File: config.mk
export PLATFORM = sky130hd
export DESIGN_NAME = snd_dac_flat
export DESIGN_NICKNAME = d
export VERILOG_FILES = /design/src/rtl/snd_dac_if.sv /design/src/rtl/snd_dac.sv /design/src/flat_wrapper.sv
export SDC_FILE = /design/constraint.sdc
export NUM_CORES = 1
export LEC_CHECK = 0
export CORE_ASPECT_RATIO = 2
export CORE_UTILIZATION = 45
export DETAILED_ROUTE_END_ITERATION = 10
export GPL_TIMING_DRIVEN = 0
export PLACE_DENSITY = 0.66
export SLEW_MARGIN = 5
export SYNTH_ARGS = -nofsm -noshare
export SYNTH_HDL_FRONTEND = slang
export SYNTH_SLANG_ARGS = --single-unit
File: constraint.sdc
create_clock -name clk -period 2.8 [get_ports clk]
set_input_delay 0.84 -clock clk [delete_from_list [all_inputs] [get_ports clk]]
set_output_delay 0.84 -clock clk [all_outputs]
set_load 0.01 [all_outputs]
File: src/rtl/snd_dac_if.sv
// Sound DAC bus: sample/mute requests toward the DAC, modulator stream
// and observation signals back from it.
interface snd_dac_if;
  logic [6:0] snd;
  logic       mute;
  logic       dac_out;
  logic [6:0] level;
  logic       active;

  modport master (
    output snd,
    output mute,
    input  dac_out,
    input  level,
    input  active
  );

  modport slave (
    input  snd,
    input  mute,
    output dac_out,
    output level,
    output active
  );
endinterface

File: src/rtl/snd_dac.sv
// Sound DAC: slew-limited level controller with mute ramping, followed by
// a first-order 1-bit pulse-density modulator driving an external RC filter.
module snd_dac #(
  parameter int unsigned TICK_DIV = 64
) (
  input  logic  clk,
  input  logic  reset_l,
  snd_dac_if.slave bus
);

  typedef enum logic [1:0] {
    ST_MUTED     = 2'd0,
    ST_RAMP      = 2'd1,
    ST_RUN       = 2'd2,
    ST_RAMP_DOWN = 2'd3
  } state_e;

  localparam logic [7:0] CNT_LAST = 8'(TICK_DIV - 1);

  logic [6:0] snd_q,    snd_d;
  logic       mute_q,   mute_d;
  logic [7:0] cnt_q,    cnt_d;
  state_e     state_q,  state_d;
  logic [6:0] level_q,  level_d;
  logic [6:0] acc_q,    acc_d;
  logic       dac_q,    dac_d;
  logic       active_q, active_d;
  logic       tick_s;
  logic [7:0] sum_s;

  // Input capture: every FSM decision is taken from these registered copies.
  always_comb begin
    snd_d  = bus.snd;
    mute_d = bus.mute;
  end

  // Tick divider: tick fires on the last count of each TICK_DIV-cycle period.
  always_comb begin
    tick_s = (cnt_q == CNT_LAST);
    if (tick_s) begin
      cnt_d = 8'd0;
    end else begin
      cnt_d = cnt_q + 8'd1;
    end
  end

  // Level FSM: state and level only move on tick cycles.
  always_comb begin
    state_d = state_q;
    level_d = level_q;
    if (tick_s) begin
      case (state_q)
        ST_MUTED: begin
          level_d = 7'd0;
          if (!mute_q) begin
            state_d = ST_RAMP;
          end else begin
            state_d = ST_MUTED;
          end
        end
        ST_RAMP: begin
          if (mute_q) begin
            state_d = ST_RAMP_DOWN;
          end else if (level_q == snd_q) begin
            state_d = ST_RUN;
          end else if (level_q < snd_q) begin
            level_d = level_q + 7'd1;
          end else begin
            level_d = level_q - 7'd1;
          end
        end
        ST_RUN: begin
          if (mute_q) begin
            state_d = ST_RAMP_DOWN;
          end else begin
            level_d = snd_q;
          end
        end
        ST_RAMP_DOWN: begin
          if (!mute_q) begin
            state_d = ST_RAMP;
          end else if (level_q == 7'd0) begin
            state_d = ST_MUTED;
          end else begin
            level_d = level_q - 7'd1;
          end
        end
        default: begin
          state_d = ST_MUTED;
          level_d = 7'd0;
        end
      endcase
    end else begin
      state_d = state_q;
      level_d = level_q;
    end
    active_d = (state_d == ST_RUN);
  end

  // Modulator: the carry out of the accumulator is the output bit, so the
  // ones density equals level/128 exactly; uses the already-registered level.
  always_comb begin
    sum_s = {1'b0, acc_q} + {1'b0, level_q};
    acc_d = sum_s[6:0];
    dac_d = sum_s[7];
  end

  // State registers with synchronous active-low reset.
  always_ff @(posedge clk) begin
    if (!reset_l) begin
      snd_q    <= 7'd0;
      mute_q   <= 1'b1;
      cnt_q    <= 8'd0;
      state_q  <= ST_MUTED;
      level_q  <= 7'd0;
      acc_q    <= 7'd0;
      dac_q    <= 1'b0;
      active_q <= 1'b0;
    end else begin
      snd_q    <= snd_d;
      mute_q   <= mute_d;
      cnt_q    <= cnt_d;
      state_q  <= state_d;
      level_q  <= level_d;
      acc_q    <= acc_d;
      dac_q    <= dac_d;
      active_q <= active_d;
    end
  end

  assign bus.dac_out = dac_q;
  assign bus.level   = level_q;
  assign bus.active  = active_q;

endmodule

File: src/flat_wrapper.sv
// flat-port wrapper written by rule: the top's interface ports become plain ports
module snd_dac_flat 
#(
  parameter int unsigned TICK_DIV = 64
)
  (clk, reset_l, bus_snd, bus_mute, bus_dac_out, bus_level, bus_active);
  snd_dac_if bus_i ();
  input  logic clk;
  input  logic reset_l;
  input wire logic [$bits(bus_i.snd)-1:0] bus_snd;
  input wire logic [$bits(bus_i.mute)-1:0] bus_mute;
  output wire logic [$bits(bus_i.dac_out)-1:0] bus_dac_out;
  output wire logic [$bits(bus_i.level)-1:0] bus_level;
  output wire logic [$bits(bus_i.active)-1:0] bus_active;
  assign bus_i.snd = bus_snd;
  assign bus_i.mute = bus_mute;
  assign bus_dac_out = bus_i.dac_out;
  assign bus_level = bus_i.level;
  assign bus_active = bus_i.active;
  snd_dac #(.TICK_DIV(TICK_DIV)) u_core (.clk(clk), .reset_l(reset_l), .bus(bus_i));
endmodule
==> flow_summary.yaml, run 1 <==
run_status:
  status: "completed"
cts:
  cts_root_buffer: "clkbuf_8"
  cts_sinks: 34
  cts_resized: 0
  cts_setup_buffers: 0
  clk_latency_ps: 290
  numCtsBuffers: 5
  cts_hold_buf: 0
  clk_pin_slew_ps: 70
  clk_path_buf_depth: 2
  htree_levels: 2
  cts_tree: "built"
critical_path:
  path_class: "register to register"
  critPathRequiredTime_ps: 2980
  worstReg2RegStart: "u_core.bus.level[6]"
  start_kind: "register"
  cp-startpoint: "u_core.bus.level[6]"
  end_kind: "register"
  critPathArrivalTime_ps: 2700
  crit_fanout: 9
placed_design:
  hpwl_mm: 3.72
  port_buffers: 17
  gp_routability_congestion: 0.873
  place_area_um2: 2260
drt:
  route.met2.wl_mm: 2.68
  wl_mm: 4.95
  drtIter0Drc: 33
  viasPerCell: 5.61
  wl_met1_mm: 1.89
  top_layer: "met4"
  drc: 0
  wl_per_cell_um: 15.5
  final_antenna_net_count: 0
  vias: 1796
  firstDrtPassIters: 4
  wl_met3_um: 126
global_route:
  grt_max_degree: 11
  grtUsageTotal_pct: 23.6
  grt_pass1_wl_mm: 8.47
  grt_pass1_vias: 1831
  antenna_found_initial: 0
  overflow: 0
timing:
  max_freq_mhz: 396
  rsz0062_at_grt: "no"
  period_share_pct: 90.3
  finalSetupViolCount: 0
  setup-tns-final_ps: 0
  tightestPinTransition_ps: 715
  fin_skew_ps: 10.1
  maxSlewHeadroom_pct: 52.1
  finalHoldViolCount: 0
  slew_violations: 0
  fin_crit_ps: 2530
synthesis:
  syn-cell-area_um2: 2030
  synth_edf_count: 0
  syn_nets: 270
  synth_warnings: 0
  synth_area_leaders: "dfxtp_1 (34%), ha_1 (11%), nor2_1 (4.1%), a21oi_1 (4.0%), and2_1 (3.4%)"
  avgSynthCellArea_um2: 8.37
  synthCells: 242
  synth_top_flop_cell: "dfxtp_1"
  synthArstFlopShare_pct: 0
  synth_cell_types: 52
  yosysTopAreaCell: "dfxtp_1"
  synth.top_cell.area_share_pct: 33.6
  ys_ff_latch: 34
  ys_seq_area_share_pct: 33.6
layout:
  nets: 294
  layout-drive-gt1-share_pct: 6.39
  final_cell_mix: "dfxtp_1 (34), nor2_1 (22), inv_1 (18)"
  final_common_cell: "dfxtp_1"
  fin_area_um2: 2340
  diodes: 0
  n_fill_cell: 451
  syn_to_final_growth_pct: 15.6
worst_hold_path:
  hold_start: "u_core.cnt_q[0]"
  hold_class: "register to register"
job:
  maxCapViolations: 0
power:
  powerDensity_nw_per_um2: 385
  ir_drop_v: 0.000410
  p_leak_nw: 0.931
die:
  core_um2: 4340
  dieArea_um2: 4790
  start_util_pct: 46.7
  dieHeight_um: 96.9
  top_level_ports: 19
  rows: 34
  die_width_um: 49.4
## logic make-up (layout without fill, tap and decap cells)
| group | Yosys count | count (layout) | synth area share, % |
|---|---|---|---|
| and+or+nand+nor | 87 | 87 | 23.9 |
| buffers and inverters | 29 | 53 | 5.81 |
| xor gates and xnor gates | 10 | 10 | 4.32 |
| muxes | 3 | 3 | 1.48 |
| AOI/OAI and AO/OA | 61 | 61 | 19.4 |
| DFF | 34 | 34 | 33.6 |
| adders and majority gates | 18 | 18 | 11.5 |
## power breakdown
part           internal, W  leakage, nW  switching, W
Combinational    0.0000269        0.610     0.0000313
Sequential        0.000493        0.277    0.00000702
Clock             0.000167       0.0438      0.000176
Total             0.000687        0.931      0.000214
## state kept, by name, summed over array words and instances (netlist names)
name and count:
u_core.mute_q 1, u_core.bus.active 1, u_core.cnt_q 8, u_core.bus.dac_out 1, u_core.snd_q 7, u_core.bus.level 7, u_core.acc_q 7, u_core.state_q 2
## layout make-up
cell class,count,area [um^2],area share [%]
timing repair buffer,17,170,7.26
clock inverter,2,10.0,0.427
inverter,20,76.3,3.26
sequential,34,681,29.1
buffer,9,41.3,1.76
clock buffer,5,68.8,2.94
multi-input combinational,179,1230,52.4
tap,54,67.6,2.88
## final timing paths
path / endpoint / depth (start not counted) / slack, ps
hold reg to reg: u_core.cnt_q[0] / 1 / 450
setup / recovery: u_core.bus.level[0] / 7 / 270
setup reg to reg: u_core.bus.level[0] / 7 / 270
hold / removal: u_core.cnt_q[0] / 1 / 450
## per-stage QoR
stage | std cells | util, % | setup slack (ps) | hold WS [ps] | total power, W
6_report | 320 | 54.0 | 272 | 452 | 0.000901
5_1_grt | 320 | 54.0 | 140 | 467 | 0.000938
4_1_cts | 320 | 54.0 | 312 | 450 | 0.000913
3_5_place_dp | 313 | 52.2 | 367 | 434 | 0.000570
3_3_place_gp | 313 | 52.2 | 364 | 430 | 0.000569
2_1_floorplan | 242 | - | 689 | 418 | 0.000544
## synth_stat cells (6+ instances only)
master	number
a21oi_1	16
and2_1	11
clkbuf_1	8
dfxtp_1	34
ha_1	17
inv_1	18
nand2_1	11
nand3_1	9
nor2_1	22
nor3_1	8
o21ai_0	6
o21ai_1	10
xnor2_1	7
## routing by layer
layer	up-vias	global-route usage, %
met5	-	0
met4	0	16.0
met3	18	3.77
met2	34	42.9
li1	913	-
met1	831	23.5
## critical path: stages, from the launching register on
cell       delay, ps
dfxtp_1          580
ha_1             260
nand4_1          160
nor2_1           390
a2111oi_2        140
a31oi_1          560
o21ai_1          160
o311a_1          160
No activity file was read; power rests on OpenSTA's default activity.
==> run 2: changes to the inputs <==
--- a/config.mk
+++ b/config.mk
@@ -5,12 +5,13 @@
 export SDC_FILE = /design/constraint.sdc
 export NUM_CORES = 1
 export LEC_CHECK = 0
+export CAP_MARGIN = 10
 export CORE_ASPECT_RATIO = 2
 export CORE_UTILIZATION = 45
 export DETAILED_ROUTE_END_ITERATION = 10
 export GPL_TIMING_DRIVEN = 0
 export PLACE_DENSITY = 0.66
-export SLEW_MARGIN = 5
+export SLEW_MARGIN = 20
 export SYNTH_ARGS = -nofsm -noshare
 export SYNTH_HDL_FRONTEND = slang
 export SYNTH_SLANG_ARGS = --single-unit
==> results of run 2 <==
Final layout, timing and power as in run 1 (identical DEF).
